===== config.mk =====
export PLATFORM = sky130hd
export DESIGN_NAME = shift_seq_ctrl
export DESIGN_NICKNAME = d
export VERILOG_FILES = /design/src/rtl/shift_seq_ctrl.sv
export SDC_FILE = /design/constraint.sdc
export NUM_CORES = 1
export LEC_CHECK = 0
export BUFFER_PORTS_ARGS = -buffer_cell sky130_fd_sc_hd__buf_2
export CAP_MARGIN = 15
export CORE_MARGIN = 2
export CORE_UTILIZATION = 35
export CTS_CLUSTER_DIAMETER = 40
export DETAILED_ROUTE_END_ITERATION = 10
export GPL_TIMING_DRIVEN = 0
export PLACE_DENSITY = 0.65
export SYNTH_ARGS = -nofsm -noshare
export SYNTH_HDL_FRONTEND = slang
export SYNTH_SLANG_ARGS = --single-unit

===== constraint.sdc =====
create_clock -name clk -period 2 [get_ports clk]
set_input_delay 0.4 -clock clk [delete_from_list [all_inputs] [get_ports clk]]
set_output_delay 0.4 -clock clk [all_outputs]
set_load 0.01 [all_outputs]

===== src/rtl/shift_seq_ctrl.sv =====
// Multi-cycle shift sequencer: shifts one bit per cycle under FSM control and
// reports completion with a start/busy/done handshake.
module shift_seq_ctrl #(
  parameter int WIDTH = 32,
  parameter int SHW   = 5
) (
  input  logic             clk,
  input  logic             rst,
  input  logic             start,
  input  logic [1:0]       op,
  input  logic             shamt_src,
  input  logic [WIDTH-1:0] A,
  input  logic [WIDTH-1:0] B,
  output logic             busy,
  output logic             done,
  output logic [WIDTH-1:0] res,
  output logic             op_err
);

  typedef enum logic [1:0] {IDLE, SHIFT, DONE} state_t;

  state_t         state, state_nxt;
  logic [SHW-1:0] count;
  logic [SHW-1:0] amount;
  logic [1:0]     op_q;
  logic           err_q;
  logic           accept;
  logic           bypass;
  logic           b_unused;

  // Only the two amount fields of B matter; the rest of the word is ignored.
  assign b_unused = ^{B[WIDTH-1:SHW+6], B[5:SHW]};

  assign amount = shamt_src ? B[SHW-1:0] : B[6 +: SHW];
  assign accept = (state == IDLE) && start;
  assign bypass = (amount == '0) || (op == 2'b11);

  assign busy   = (state != IDLE);
  assign done   = (state == DONE);
  assign op_err = (state == DONE) && err_q;

  always_ff @(posedge clk or posedge rst) begin
    if (rst) state <= IDLE;
    else     state <= state_nxt;
  end

  always_comb begin
    state_nxt = state;
    case (state)
      IDLE:    if (start) state_nxt = bypass ? DONE : SHIFT;
      SHIFT:   if (count == SHW'(1)) state_nxt = DONE;
      DONE:    state_nxt = IDLE;
      default: state_nxt = IDLE;
    endcase
  end

  // Operands are captured at accept, so input changes mid-operation are harmless.
  always_ff @(posedge clk or posedge rst) begin
    if (rst) begin
      res   <= '0;
      count <= '0;
      op_q  <= 2'b00;
      err_q <= 1'b0;
    end else if (accept) begin
      res   <= A;
      count <= amount;
      op_q  <= op;
      err_q <= (op == 2'b11);
    end else if (state == SHIFT) begin
      case (op_q)
        2'b00:   res <= {res[WIDTH-2:0], 1'b0};
        2'b01:   res <= {1'b0, res[WIDTH-1:1]};
        2'b10:   res <= {res[WIDTH-1], res[WIDTH-1:1]};
        default: res <= res;
      endcase
      count <= count - SHW'(1);
    end
  end

endmodule


==> impl_metrics.prom, run 1 <==
# TYPE chip_impl_metric gauge
chip_impl_metric{name="use_met1",unit="%"} 29.0
chip_impl_metric{name="routabilityCongestion",unit=""} 0.803
chip_impl_metric{name="antenna_found_initial",unit=""} 0
chip_impl_metric{name="cpPeakStageDelay",unit="ns"} 0.47
chip_impl_metric{name="finish.utilization",unit="%"} 46.1
chip_impl_metric{name="die_y",unit="um"} 84.9
chip_impl_metric{name="grt_overflow_total",unit=""} 0
chip_impl_metric{name="async_reset_ff_share",unit="%"} 100
chip_impl_info{name="critPathSlowestCell",value="dfrtp_1"} 1
chip_impl_metric{name="place_inst",unit=""} 418
chip_impl_metric{name="total_area_of_multi_input_combinational_cells",unit="mm^2"} 0.00112
chip_impl_metric{name="syn_nets",unit=""} 334
chip_impl_info{name="endpoint_kind",value="flop"} 1
chip_impl_metric{name="fp.dieW",unit="um"} 84.9
chip_impl_metric{name="reg2reg_depth",unit=""} 5
chip_impl_metric{name="regArea",unit="mm^2"} 0.00105
chip_impl_metric{name="syn_avg_cell_area",unit="um^2"} 8.85
chip_impl_metric{name="min_period_over_period",unit="%"} 88.2
chip_impl_info{name="rsz0062_at_grt",value="false"} 1
chip_impl_metric{name="area_delta_synth_final",unit="%"} 27.7
chip_impl_metric{name="hold_violations",unit=""} 0
chip_impl_info{name="cpMostUsedCell",value="clkbuf_1"} 1
chip_impl_metric{name="intPower",unit="mW"} 2.83
chip_impl_metric{name="place_hpwl",unit="mm"} 5.06
chip_impl_metric{name="layout_min_cycle_time",unit="ns"} 1.76
chip_impl_metric{name="share_comb_of_total_power",unit="%"} 56.2
chip_impl_metric{name="placeableCoreArea",unit="mm^2"} 0.00635
chip_impl_metric{name="leakage",unit="nW"} 1.37
chip_impl_metric{name="postSynthCellCount",unit=""} 259
chip_impl_metric{name="num_vias",unit=""} 2420
chip_impl_metric{name="worst-path-max-fanout",unit=""} 10
chip_impl_metric{name="max-cap-violations",unit=""} 0
chip_impl_metric{name="drt_total_wl",unit="mm"} 6.82
chip_impl_metric{name="detail_route.first_pass.iterations",unit=""} 4
chip_impl_metric{name="tightest_slew",unit="ns"} 0.490
chip_impl_metric{name="grt_start_max_net_pins",unit=""} 25
chip_impl_metric{name="layout.cells.non_filler",unit=""} 426
chip_impl_metric{name="pwr-share-seq",unit="%"} 31.0
chip_impl_metric{name="power.switching_fraction",unit="%"} 47.6
chip_impl_info{name="gr-max-usage-layer",value="met2"} 1
chip_impl_info{name="cp_cell_sequence",value="or3b_1 -> clkbuf_1 -> clkbuf_1 -> o21ai_0 -> o21ai_1"} 1
chip_impl_metric{name="floorplan.initialDensity",unit="%"} 36.1
chip_impl_metric{name="dieArea",unit="mm^2"} 0.00721
chip_impl_metric{name="worstPathArrival",unit="ns"} 1.95
chip_impl_metric{name="synth_area",unit="mm^2"} 0.00229
chip_impl_metric{name="globalRouteMet2Util",unit="%"} 29.6
chip_impl_metric{name="synthesis.yosys.warnings",unit=""} 0
chip_impl_info{name="cts-root-buf",value="clkbuf_8"} 1
chip_impl_info{name="hold_path_class",value="in2async"} 1
chip_impl_metric{name="cts.sink_count",unit=""} 42
chip_impl_info{name="cts_tree",value="yes"} 1
chip_impl_metric{name="fmaxAchievable",unit="MHz"} 567
chip_impl_metric{name="seq_area_frac_synth",unit="%"} 45.9
chip_impl_metric{name="worst_ep_required_time",unit="ns"} 2.19
chip_impl_metric{name="postLayoutCellArea",unit="mm^2"} 0.00293
chip_impl_metric{name="cts-htree-levels",unit=""} 2
chip_impl_metric{name="drt_iter0_drc",unit=""} 137
chip_impl_metric{name="final_antenna_net_count",unit=""} 0
chip_impl_metric{name="grt_use_total",unit="%"} 19.4
chip_impl_metric{name="power.density",unit="mW/mm^2"} 1840
chip_impl_metric{name="grt_pass1_wl",unit="mm"} 11.3
chip_impl_metric{name="wire_per_inst",unit="um"} 16.0
chip_impl_metric{name="worst_skew_pair.late_latency",unit="ns"} 0.30
chip_impl_metric{name="route.detailed.vias_per_inst",unit=""} 5.68
chip_impl_metric{name="vdd.ir_drop.worst",unit="mV"} 0.677
chip_impl_metric{name="drcViolationCount",unit=""} 0
chip_impl_metric{name="fillers",unit=""} 640
chip_impl_metric{name="post_dp_cell_area",unit="mm^2"} 0.00281
chip_impl_metric{name="drive_gt1_share",unit="%"} 30.1
chip_impl_metric{name="slew_violations",unit=""} 0
chip_impl_metric{name="setup_viol",unit=""} 0
chip_impl_metric{name="layout.nets",unit=""} 423
chip_impl_metric{name="clk_pin_slew",unit="ns"} 0.09
chip_impl_metric{name="synth_seq_cells",unit=""} 42
chip_impl_metric{name="antenna_cells",unit=""} 0
chip_impl_metric{name="finClkSkew",unit="ns"} 0.00798
chip_impl_info{name="startpoint_type",value="flop"} 1
chip_impl_metric{name="met3_usage",unit="%"} 3.50
chip_impl_info{name="run_status",value="finished, final reports clean"} 1
chip_impl_metric{name="synth-edff-count",unit=""} 0
chip_impl_metric{name="number_of_global_route_vias_before_repair",unit=""} 2262
chip_impl_metric{name="io_pins",unit=""} 105
chip_impl_info{name="critical_path_class",value="reg2reg"} 1
chip_impl_metric{name="cts_max_path_buffers",unit=""} 2
chip_impl_metric{name="number_of_placement_rows",unit=""} 29
chip_impl_metric{name="cts_inserted_buffers",unit=""} 5
chip_impl_metric{name="slew_headroom",unit="%"} 67.3
chip_impl_info{name="ys_dominant_reg_cell",value="dfrtp_1"} 1
chip_impl_metric{name="cts.hold.buffers_added",unit=""} 0
chip_impl_metric{name="synth_cell_type_count",unit=""} 37
chip_impl_metric{name="total_switching_power",unit="mW"} 2.57
chip_impl_metric{name="io_buffer_count",unit=""} 81
chip_impl_metric{name="share_clk_of_total_power",unit="%"} 12.7
[stage by stage]
stage / setup TNS (ns) / power (mW) / setup WS, ns / hold slack [ns]
after floorplan: 0 / 3.71 / 0.460 / 0.442
after global placement: -1.85 / 4.63 / -0.0456 / 0.464
after detailed placement: 0 / 4.71 / 0.152 / 0.438
after CTS: 0 / 5.40 / 0.144 / 0.109
after global routing: 0 / 5.90 / 0.0301 / 0.125
final: 0 / 5.40 / 0.236 / 0.0946
[synth_stat cells (2+ instances only)]
cell type,number,share of area [%]
dfrtp_1,42,46
nand2_1,39,6.4
o21ai_0,35,7.6
a221oi_1,30,11
o21ai_1,29,6.3
clkbuf_1,12,2.0
buf_2,10,2.2
nor2_1,9,1.5
a21oi_1,6,1.3
inv_1,6,0.98
ha_1,5,2.7
mux2i_1,5,2.2
nor2b_1,3,0.82
a2bb2oi_1,2,0.76
a31oi_1,2,0.55
nand3_1,2,0.44
nor4_1,2,0.55
[worst max-delay path, delay by kind of cell, from the launching register on]
kind / cells / cell delay, ns
DFF: 1 / 0.47
buffers and inverters: 2 / 0.44
and+or+nand+nor: 1 / 0.40
AOI/OAI and AO/OA: 2 / 0.34
[placed cells by master, fill, tap and decap left out, types with 2 or more instances in the layout]
cell type,netlist,layout
mux2i_1,5,5
clkbuf_1,12,10
clkbuf_8,0,5
nor4_1,2,2
buf_2,10,91
nand2_1,39,39
a31oi_1,2,2
o21ai_1,29,29
a221oi_1,30,30
dfrtp_1,42,42
ha_1,5,5
a2bb2oi_1,2,2
inv_1,6,5
a21oi_1,6,6
clkbuf_2,1,4
nor2b_1,3,3
o21ai_0,35,35
nand3_1,2,2
nor2_1,9,9
[logic make-up after synthesis]
| logic type | Yosys count | synth area share (%) |
|---|---|---|
| simple gates | 65 | 12.7 |
| compound gates | 113 | 31.2 |
| buf+inv | 29 | 5.35 |
| flops | 42 | 45.9 |
| mux | 5 | 2.18 |
| fa+ha+maj | 5 | 2.73 |
[state kept, by name, indices dropped and copies added (netlist names)]
name and flops:
op_q 2, err_q 1, count 5, state 2, res 32
[per-layer routing]
layer | share of wire [%] | vias up | wire length (um)
met5 | 0 | - | 0
met4 | 0.75 | 0 | 51
met1 | 46 | 1176 | 3160
li1 | - | 1147 | -
met3 | 6.7 | 5 | 457
met2 | 46 | 92 | 3150
[cell type report]
cell class	instances	area share [%]
buffer	23	3.55
clock inverter	2	1.28
multi-input combinational	188	38.2
inverter	6	0.769
clock buffer	6	2.48
tap	77	3.29
sequential	42	35.9
timing repair buffer	82	14.5
[what timing repair did]
item	4_1_cts	5_1_grt
gates resized for setup	0	6
setup endpoints to repair	0	27
setup buffers	0	0
[worst paths after layout]
check	start	end	slack [ns]
min in group clk	op[0]	op_q[0]$_DFFE_PP0P_	0.32
setup reg to reg	state[1]$_DFFE_PP0P_	res[16]$_DFFE_PP0P_	0.24
setup / recovery	state[1]$_DFFE_PP0P_	res[16]$_DFFE_PP0P_	0.24
hold / removal	rst	res[14]$_DFFE_PP0P_	0.09
hold reg to reg	err_q$_DFFE_PP0P_	err_q$_DFFE_PP0P_	0.49
max in group asynchronous	rst	res[29]$_DFFE_PP0P_	1.42
[power groups by stage]
stage | logic [mW] | registers, mW | clock network [mW]
finish | 3.04 | 1.68 | 0.687
global route | 3.44 | 1.73 | 0.731
CTS | 3.03 | 1.67 | 0.699
global placement | 2.95 | 1.67 | 0
detailed placement | 3.02 | 1.68 | 0
floorplan | 2.01 | 1.69 | 0
Note: power is estimated with default switching activity, not from simulation.
==> inputs of run 2 (changes only) <==
--- a/config.mk
+++ b/config.mk
@@ -13,6 +13,7 @@
 export DETAILED_ROUTE_END_ITERATION = 10
 export GPL_TIMING_DRIVEN = 0
 export PLACE_DENSITY = 0.65
+export REMOVE_ABC_BUFFERS = 1
 export SYNTH_ARGS = -nofsm -noshare
 export SYNTH_HDL_FRONTEND = slang
 export SYNTH_SLANG_ARGS = --single-unit
==> run 2 against run 1 <==
Utilization increased by 0.37 points. First-iteration DRC count decreased by 15%. Critical path depth increased by 2. Via count decreased by 4.7%. Combinational power increased by 5%. Cell count decreased by 3.8%. Clock power about the same. Non-clock buffer count decreased by 17. Flip-flop and latch count unchanged. Largest power group unchanged.
==> impl_metrics.prom, run 2 (synthesis gave the netlist of run 1 again) <==
# TYPE chip_impl_metric gauge
chip_impl_info{name="hold_path_class",value="in2async"} 1
chip_impl_metric{name="min_period_over_period",unit="%"} 93.5
chip_impl_metric{name="layout_min_cycle_time",unit="ns"} 1.87
chip_impl_metric{name="placeableCoreArea",unit="mm^2"} 0.00635
chip_impl_info{name="rsz0062_at_grt",value="false"} 1
chip_impl_metric{name="drt_total_wl",unit="mm"} 6.37
chip_impl_metric{name="crit_cells",unit=""} 7
chip_impl_metric{name="place_inst",unit=""} 399
chip_impl_metric{name="max-cap-violations",unit=""} 0
chip_impl_metric{name="fmaxAchievable",unit="MHz"} 535
chip_impl_metric{name="slew_headroom",unit="%"} 64.7
chip_impl_metric{name="drcViolationCount",unit=""} 0
chip_impl_metric{name="die_y",unit="um"} 84.9
chip_impl_metric{name="cpPeakStageDelay",unit="ns"} 0.45
chip_impl_metric{name="vdd.ir_drop.worst",unit="mV"} 0.956
chip_impl_metric{name="io_pins",unit=""} 105
chip_impl_info{name="worst_r2r_endpoint",value="res[6]$_DFFE_PP0P_"} 1
chip_impl_info{name="cp_cell_sequence",value="inv_1 -> ha_1 -> clkinvlp_4 -> nor2_4 -> buf_16 -> a221oi_1 -> o21ai_0"} 1
chip_impl_metric{name="drive_gt1_share",unit="%"} 31.5
chip_impl_metric{name="grt_start_max_net_pins",unit=""} 43
chip_impl_info{name="crit-reg2reg-launch",value="op_q[0]$_DFFE_PP0P_"} 1
chip_impl_metric{name="cts_inserted_buffers",unit=""} 5
chip_impl_metric{name="final_antenna_net_count",unit=""} 0
chip_impl_metric{name="antenna_cells",unit=""} 0
chip_impl_info{name="run_status",value="finished, final reports clean"} 1
chip_impl_metric{name="drt_iter0_drc",unit=""} 117
chip_impl_info{name="cts_tree",value="yes"} 1
chip_impl_metric{name="tightest_slew",unit="ns"} 0.529
chip_impl_metric{name="worstPathArrival",unit="ns"} 2.09
chip_impl_metric{name="place_hpwl",unit="mm"} 4.29
chip_impl_metric{name="number_of_placement_rows",unit=""} 29
chip_impl_metric{name="grt_overflow_total",unit=""} 0
chip_impl_metric{name="leakage",unit="nW"} 1.35
chip_impl_info{name="largest_register",value="res"} 1
chip_impl_info{name="layout_common_cells",value="buf_2 (82), dfrtp_1 (42), nand2_1 (39)"} 1
chip_impl_metric{name="dieArea",unit="mm^2"} 0.00721
chip_impl_metric{name="setup_viol",unit=""} 0
chip_impl_info{name="biggestRegsByFlops",value="res: 32 flops, count: 5 flops"} 1
chip_impl_metric{name="hold-worst-slack",unit="ns"} 0.111
chip_impl_metric{name="crit_buf_inv",unit=""} 3
chip_impl_metric{name="grt_use_total",unit="%"} 18.0
chip_impl_info{name="critical-path-top-delay-family",value="buffers and inverters"} 1
chip_impl_metric{name="layout.nets",unit=""} 407
chip_impl_metric{name="cts.sink_count",unit=""} 42
chip_impl_metric{name="wire_per_inst",unit="um"} 15.5
chip_impl_metric{name="dp_slack",unit="ns"} -0.502
chip_impl_metric{name="power.density",unit="mW/mm^2"} 1880
chip_impl_metric{name="clk_pin_slew",unit="ns"} 0.09
chip_impl_metric{name="fp.dieW",unit="um"} 84.9
chip_impl_metric{name="worst_skew_pair.late_latency",unit="ns"} 0.30
chip_impl_info{name="critical_path_class",value="reg2reg"} 1
chip_impl_metric{name="detail_route.first_pass.iterations",unit=""} 5
chip_impl_metric{name="largest_register_ffs",unit=""} 32
chip_impl_metric{name="floorplan.initialDensity",unit="%"} 36.1
chip_impl_metric{name="ff2ff_setup_slack",unit="ns"} 0.13
chip_impl_metric{name="number_of_global_route_vias_before_repair",unit=""} 2175
chip_impl_info{name="cts-root-buf",value="clkbuf_8"} 1
chip_impl_metric{name="routabilityCongestion",unit=""} 0.751
chip_impl_metric{name="reg2reg_depth",unit=""} 7
chip_impl_metric{name="hold_violations",unit=""} 0
chip_impl_metric{name="worst_ep_required_time",unit="ns"} 2.22
chip_impl_metric{name="finish.utilization",unit="%"} 46.5
chip_impl_metric{name="cts-htree-levels",unit=""} 2
chip_impl_info{name="startpoint_type",value="flop"} 1
chip_impl_metric{name="antenna_found_initial",unit=""} 0
chip_impl_metric{name="num_vias",unit=""} 2306
chip_impl_metric{name="route.detailed.vias_per_inst",unit=""} 5.62
chip_impl_info{name="mostFrequentLayoutCell",value="buf_2"} 1
chip_impl_metric{name="area_delta_synth_final",unit="%"} 28.8
chip_impl_metric{name="setup_tns",unit="ns"} 0
chip_impl_metric{name="final_critical_path_setup_slack",unit="ns"} 0.129
chip_impl_metric{name="finClkSkew",unit="ns"} 0.00711
chip_impl_metric{name="worst-path-max-fanout",unit=""} 25
chip_impl_metric{name="slew_violations",unit=""} 0
chip_impl_metric{name="io_buffer_count",unit=""} 82
chip_impl_info{name="critPathSlowestCell",value="ha_1"} 1
chip_impl_metric{name="grt_pass1_wl",unit="mm"} 10.7
chip_impl_info{name="endpoint_kind",value="flop"} 1
chip_impl_metric{name="layout.cells.non_filler",unit=""} 410
chip_impl_metric{name="cts_max_path_buffers",unit=""} 2
## run 2: changes by cell type in the layout (fill, tap and decap cells not counted), moves of 2 or more
cell,previous run,this run
buf_4,0,2
clkbuf_1,10,0
buf_2,91,82
clkbuf_2,4,0
buf_8,0,2
## run 2: metal layers
layer,wire length [um],GRT usage [%],vias up,share of wire [%]
met5,0,0,-,0
met4,49,3.46,0,0.77
met3,412,3.50,6,6.5
met2,3120,30.1,82,49
met1,2790,24.7,1105,44
li1,-,-,1113,-
## run 2: how the worst max path moves through the flow
stage | startpoint | endpoint
floorplan | op_q[0]$_DFFE_PP0P_ | res[6]$_DFFE_PP0P_
global placement | op_q[0]$_DFFE_PP0P_ | res[6]$_DFFE_PP0P_
detailed placement | op_q[0]$_DFFE_PP0P_ | res[23]$_DFFE_PP0P_
CTS | op_q[0]$_DFFE_PP0P_ | res[6]$_DFFE_PP0P_
global route | op_q[1]$_DFFE_PP0P_ | res[6]$_DFFE_PP0P_
finish | op_q[0]$_DFFE_PP0P_ | res[6]$_DFFE_PP0P_
## run 2: cell type report
cell class / count / area [um^2]
Clock buffer: 5 / 68.8
Clock inverter: 3 / 43.8
Fill cell: 611 / 3400
Inverter: 6 / 26.3
Multi-Input combinational cell: 188 / 1150
Sequential cell: 42 / 1050
Tap cell: 77 / 96.3
Timing Repair Buffer: 88 / 503
Timing Repair inverter: 1 / 7.51
## run 2: per-stage QoR
stage	power, mW	area [um^2]
floorplan	3.54	2190
global placement	4.44	2700
detailed placement	4.69	2790
CTS	5.55	2940
global route	6.05	2950
finish	5.55	2950
## run 2: power breakdown
group | total [mW] | switching [mW] | internal, mW
Clock | 0.688 | 0.314 | 0.374
Sequential | 1.67 | 0.413 | 1.26
Combinational | 3.19 | 1.87 | 1.32
Total | 5.55 | 2.60 | 2.95
## run 2: what timing repair did
item	4_1_cts	5_1_grt
setup endpoints to repair	35	21
hold buffers	0	0
buffers inserted	1	1
pin swaps	0	1
resized for setup	8	1
cloned	1	0
## run 2: worst reg2reg max path, cell delays in order (launching register included)
cell and delay (ns):
dfrtp_1 0.36, inv_1 0.08, ha_1 0.45, clkinvlp_4 0.18
nor2_4 0.26, buf_16 0.20, a221oi_1 0.09, o21ai_0 0.19
==> inputs of run 3 (changes only) <==
==> constraint.sdc (replaced) <==
create_clock -name clk -period 2 [get_ports clk]
set_input_delay 0.2 -clock clk [delete_from_list [all_inputs] [get_ports clk]]
set_output_delay 0.2 -clock clk [all_outputs]
set_load 0.01 [all_outputs]
==> run 3 against run 2 <==
Design area increased by 0.34%. Clock power about the same. Count of clock-buffer cells in the layout unchanged. Utilization increased by 0.16 points. Critical path depth unchanged. Non-clock buffer count increased by 1. Largest power group unchanged. Clock skew about the same. Via count increased by 0.26%. Die area unchanged. Critical endpoint unchanged. Critical path type unchanged. Flip-flop and latch count unchanged. Highest routed layer unchanged. Register-to-register slack about the same.
==> impl_metrics.prom, run 3 (synthesis gave the netlist of run 1 again) <==
# TYPE chip_impl_metric gauge
chip_impl_info{name="run_status",value="finished, final reports clean"} 1
chip_impl_metric{name="antenna_cells",unit=""} 0
chip_impl_metric{name="setup_viol",unit=""} 0
chip_impl_metric{name="layout.cells.non_filler",unit=""} 411
chip_impl_metric{name="dp_slack",unit="ns"} -0.502
chip_impl_metric{name="cts.sink_count",unit=""} 42
chip_impl_metric{name="clk_pin_slew",unit="ns"} 0.09
chip_impl_metric{name="wire_per_inst",unit="um"} 15.6
chip_impl_metric{name="worst_ep_required_time",unit="ns"} 2.22
chip_impl_metric{name="fmaxAchievable",unit="MHz"} 534
chip_impl_metric{name="drive_gt1_share",unit="%"} 31.4
chip_impl_metric{name="io_pins",unit=""} 105
chip_impl_metric{name="intPower",unit="mW"} 2.95
chip_impl_info{name="biggestRegsByFlops",value="res: 32 flops, count: 5 flops"} 1
chip_impl_metric{name="placeableCoreArea",unit="mm^2"} 0.00635
chip_impl_metric{name="place_hpwl",unit="mm"} 4.29
chip_impl_info{name="rsz0062_at_grt",value="false"} 1
chip_impl_metric{name="routabilityCongestion",unit=""} 0.751
chip_impl_metric{name="drt_total_wl",unit="mm"} 6.40
chip_impl_info{name="largest_register",value="res"} 1
chip_impl_metric{name="io_buffer_count",unit=""} 82
chip_impl_metric{name="dieArea",unit="mm^2"} 0.00721
chip_impl_metric{name="leakage",unit="nW"} 1.36
chip_impl_metric{name="cts_max_path_buffers",unit=""} 2
chip_impl_metric{name="crit_buf_inv",unit=""} 3
chip_impl_metric{name="number_of_placement_rows",unit=""} 29
chip_impl_metric{name="pwr-share-seq",unit="%"} 30.1
chip_impl_metric{name="globalRouteMet2Util",unit="%"} 30.2
chip_impl_metric{name="hold_violations",unit=""} 0
chip_impl_metric{name="share_comb_of_total_power",unit="%"} 57.6
chip_impl_metric{name="final_critical_path_setup_slack",unit="ns"} 0.127
chip_impl_metric{name="final_antenna_net_count",unit=""} 0
chip_impl_metric{name="fp.dieW",unit="um"} 84.9
chip_impl_metric{name="die_y",unit="um"} 84.9
chip_impl_metric{name="vdd.ir_drop.worst",unit="mV"} 0.960
chip_impl_metric{name="total_switching_power",unit="mW"} 2.61
chip_impl_metric{name="use_met1",unit="%"} 24.7
chip_impl_info{name="cts_tree",value="yes"} 1
chip_impl_metric{name="drt_iter0_drc",unit=""} 112
chip_impl_metric{name="min_period_over_period",unit="%"} 93.6
chip_impl_info{name="critPathSlowestCell",value="ha_1"} 1
chip_impl_metric{name="slew_headroom",unit="%"} 64.5
chip_impl_info{name="critical-path-top-delay-family",value="buffers and inverters"} 1
chip_impl_info{name="mostFrequentLayoutCell",value="buf_2"} 1
chip_impl_metric{name="cpPeakStageDelay",unit="ns"} 0.45
chip_impl_metric{name="grt_overflow_total",unit=""} 0
chip_impl_info{name="cts-root-buf",value="clkbuf_8"} 1
chip_impl_metric{name="largest_register_ffs",unit=""} 32
chip_impl_metric{name="worst_skew_pair.late_latency",unit="ns"} 0.30
chip_impl_metric{name="hold-worst-slack",unit="ns"} 0.124
chip_impl_metric{name="number_of_global_route_vias_before_repair",unit=""} 2181
chip_impl_metric{name="max-cap-violations",unit=""} 0
chip_impl_metric{name="power.switching_fraction",unit="%"} 46.9
chip_impl_metric{name="antenna_found_initial",unit=""} 0
chip_impl_metric{name="num_vias",unit=""} 2312
chip_impl_metric{name="place_inst",unit=""} 399
chip_impl_metric{name="fillers",unit=""} 610
chip_impl_info{name="hold_path_class",value="in2reg"} 1
chip_impl_metric{name="grt_start_max_net_pins",unit=""} 43
chip_impl_metric{name="cts_inserted_buffers",unit=""} 5
chip_impl_metric{name="grt_use_total",unit="%"} 18.1
chip_impl_metric{name="met3_usage",unit="%"} 3.50
chip_impl_info{name="critical_path_class",value="reg2reg"} 1
chip_impl_info{name="gr-max-usage-layer",value="met2"} 1
chip_impl_metric{name="power.density",unit="mW/mm^2"} 1880
chip_impl_metric{name="worst-path-max-fanout",unit=""} 25
chip_impl_metric{name="area_delta_synth_final",unit="%"} 29.2
chip_impl_metric{name="layout_min_cycle_time",unit="ns"} 1.87
chip_impl_metric{name="finClkSkew",unit="ns"} 0.00733
chip_impl_metric{name="worstPathArrival",unit="ns"} 2.09
chip_impl_metric{name="tightest_slew",unit="ns"} 0.531
chip_impl_metric{name="grt_pass1_wl",unit="mm"} 10.7
chip_impl_metric{name="slew_violations",unit=""} 0
chip_impl_metric{name="drcViolationCount",unit=""} 0
chip_impl_info{name="cp_cell_sequence",value="inv_1 -> ha_1 -> clkinvlp_4 -> nor2_4 -> buf_16 -> a221oi_1 -> o21ai_0"} 1
chip_impl_info{name="endpoint_kind",value="flop"} 1
chip_impl_info{name="startpoint_type",value="flop"} 1
chip_impl_metric{name="layout.nets",unit=""} 408
chip_impl_metric{name="floorplan.initialDensity",unit="%"} 36.1
chip_impl_metric{name="detail_route.first_pass.iterations",unit=""} 4
chip_impl_metric{name="share_clk_of_total_power",unit="%"} 12.4
chip_impl_metric{name="cts-htree-levels",unit=""} 2
chip_impl_metric{name="route.detailed.vias_per_inst",unit=""} 5.63
chip_impl_info{name="layout_common_cells",value="buf_2 (82), dfrtp_1 (42), nand2_1 (39)"} 1
run 3: cell types whose count changed in the layout (fill, tap and decap cells not counted), sizes merged:
cell,before,now
dlygate4sd3,0,1
run 3: per-layer routing:
| layer | vias to the layer above | part of all wire, % |
|---|---|---|
| met2 | 90 | 48 |
| met4 | 0 | 0.77 |
| met1 | 1103 | 44 |
| met3 | 6 | 6.9 |
| li1 | 1113 | - |
| met5 | - | 0 |
run 3: worst paths after layout:
path | from | endpoint | slack, ns | cells past startpoint
worst max-delay path | op_q[0]$_DFFE_PP0P_ | res[6]$_DFFE_PP0P_ | 0.13 | 7
worst min-delay path | op[1] | op_q[1]$_DFFE_PP0P_ | 0.12 | 3
worst max register to register | op_q[0]$_DFFE_PP0P_ | res[6]$_DFFE_PP0P_ | 0.13 | 7
worst min register to register | err_q$_DFFE_PP0P_ | err_q$_DFFE_PP0P_ | 0.49 | 2
max in group asynchronous | rst | res[13]$_DFFE_PP0P_ | 1.33 | 4
min in group asynchronous | rst | res[31]$_DFFE_PP0P_ | 0.46 | 4
run 3: stage by stage:
| step | area (um^2) | total power, mW | utilization [%] | TNS, ns |
|---|---|---|---|---|
| final | 2960 | 5.56 | 46.6 | 0 |
| after global routing | 2960 | 6.05 | 46.6 | 0 |
| after CTS | 2950 | 5.55 | 46.5 | 0 |
| after detailed placement | 2790 | 4.69 | 43.9 | -13.66 |
| after global placement | 2700 | 4.44 | 42.5 | -41.24 |
| after floorplan | 2190 | 3.54 | - | -14.32 |
run 3: repair_timing:
item	4_1_cts	5_1_grt
cloned	1	0
resized for setup	8	1
setup endpoints to repair	35	21
hold endpoints to repair	42	0
hold buffers	1	0
buffers inserted	1	1
pin swaps	0	1
run 3: layout make-up:
type	count	area [um^2]	share of cell area (%)
Clock buffer	5	68.8	2.32
Multi-Input combinational cell	188	1150	39.0
Inverter	6	26.3	0.887
Sequential cell	42	1050	35.5
Tap cell	77	96.3	3.25
Timing Repair inverter	1	7.51	0.253
Timing Repair Buffer	89	513	17.3
Clock inverter	3	43.8	1.48
run 3: power groups by stage:
| stage | combinational [mW] | sequential, mW | clock [mW] |
|---|---|---|---|
| final | 3.20 | 1.67 | 0.687 |
| after global routing | 3.57 | 1.74 | 0.743 |
| after CTS | 3.19 | 1.67 | 0.700 |
| after detailed placement | 3.02 | 1.68 | 0 |
| after global placement | 2.78 | 1.66 | 0 |
| after floorplan | 1.83 | 1.71 | 0 |
run 3: tightest hold or removal path, cell delays in order:
cell     delay, ns
buf_2         0.09
nand2_1       0.04
o21ai_0       0.06
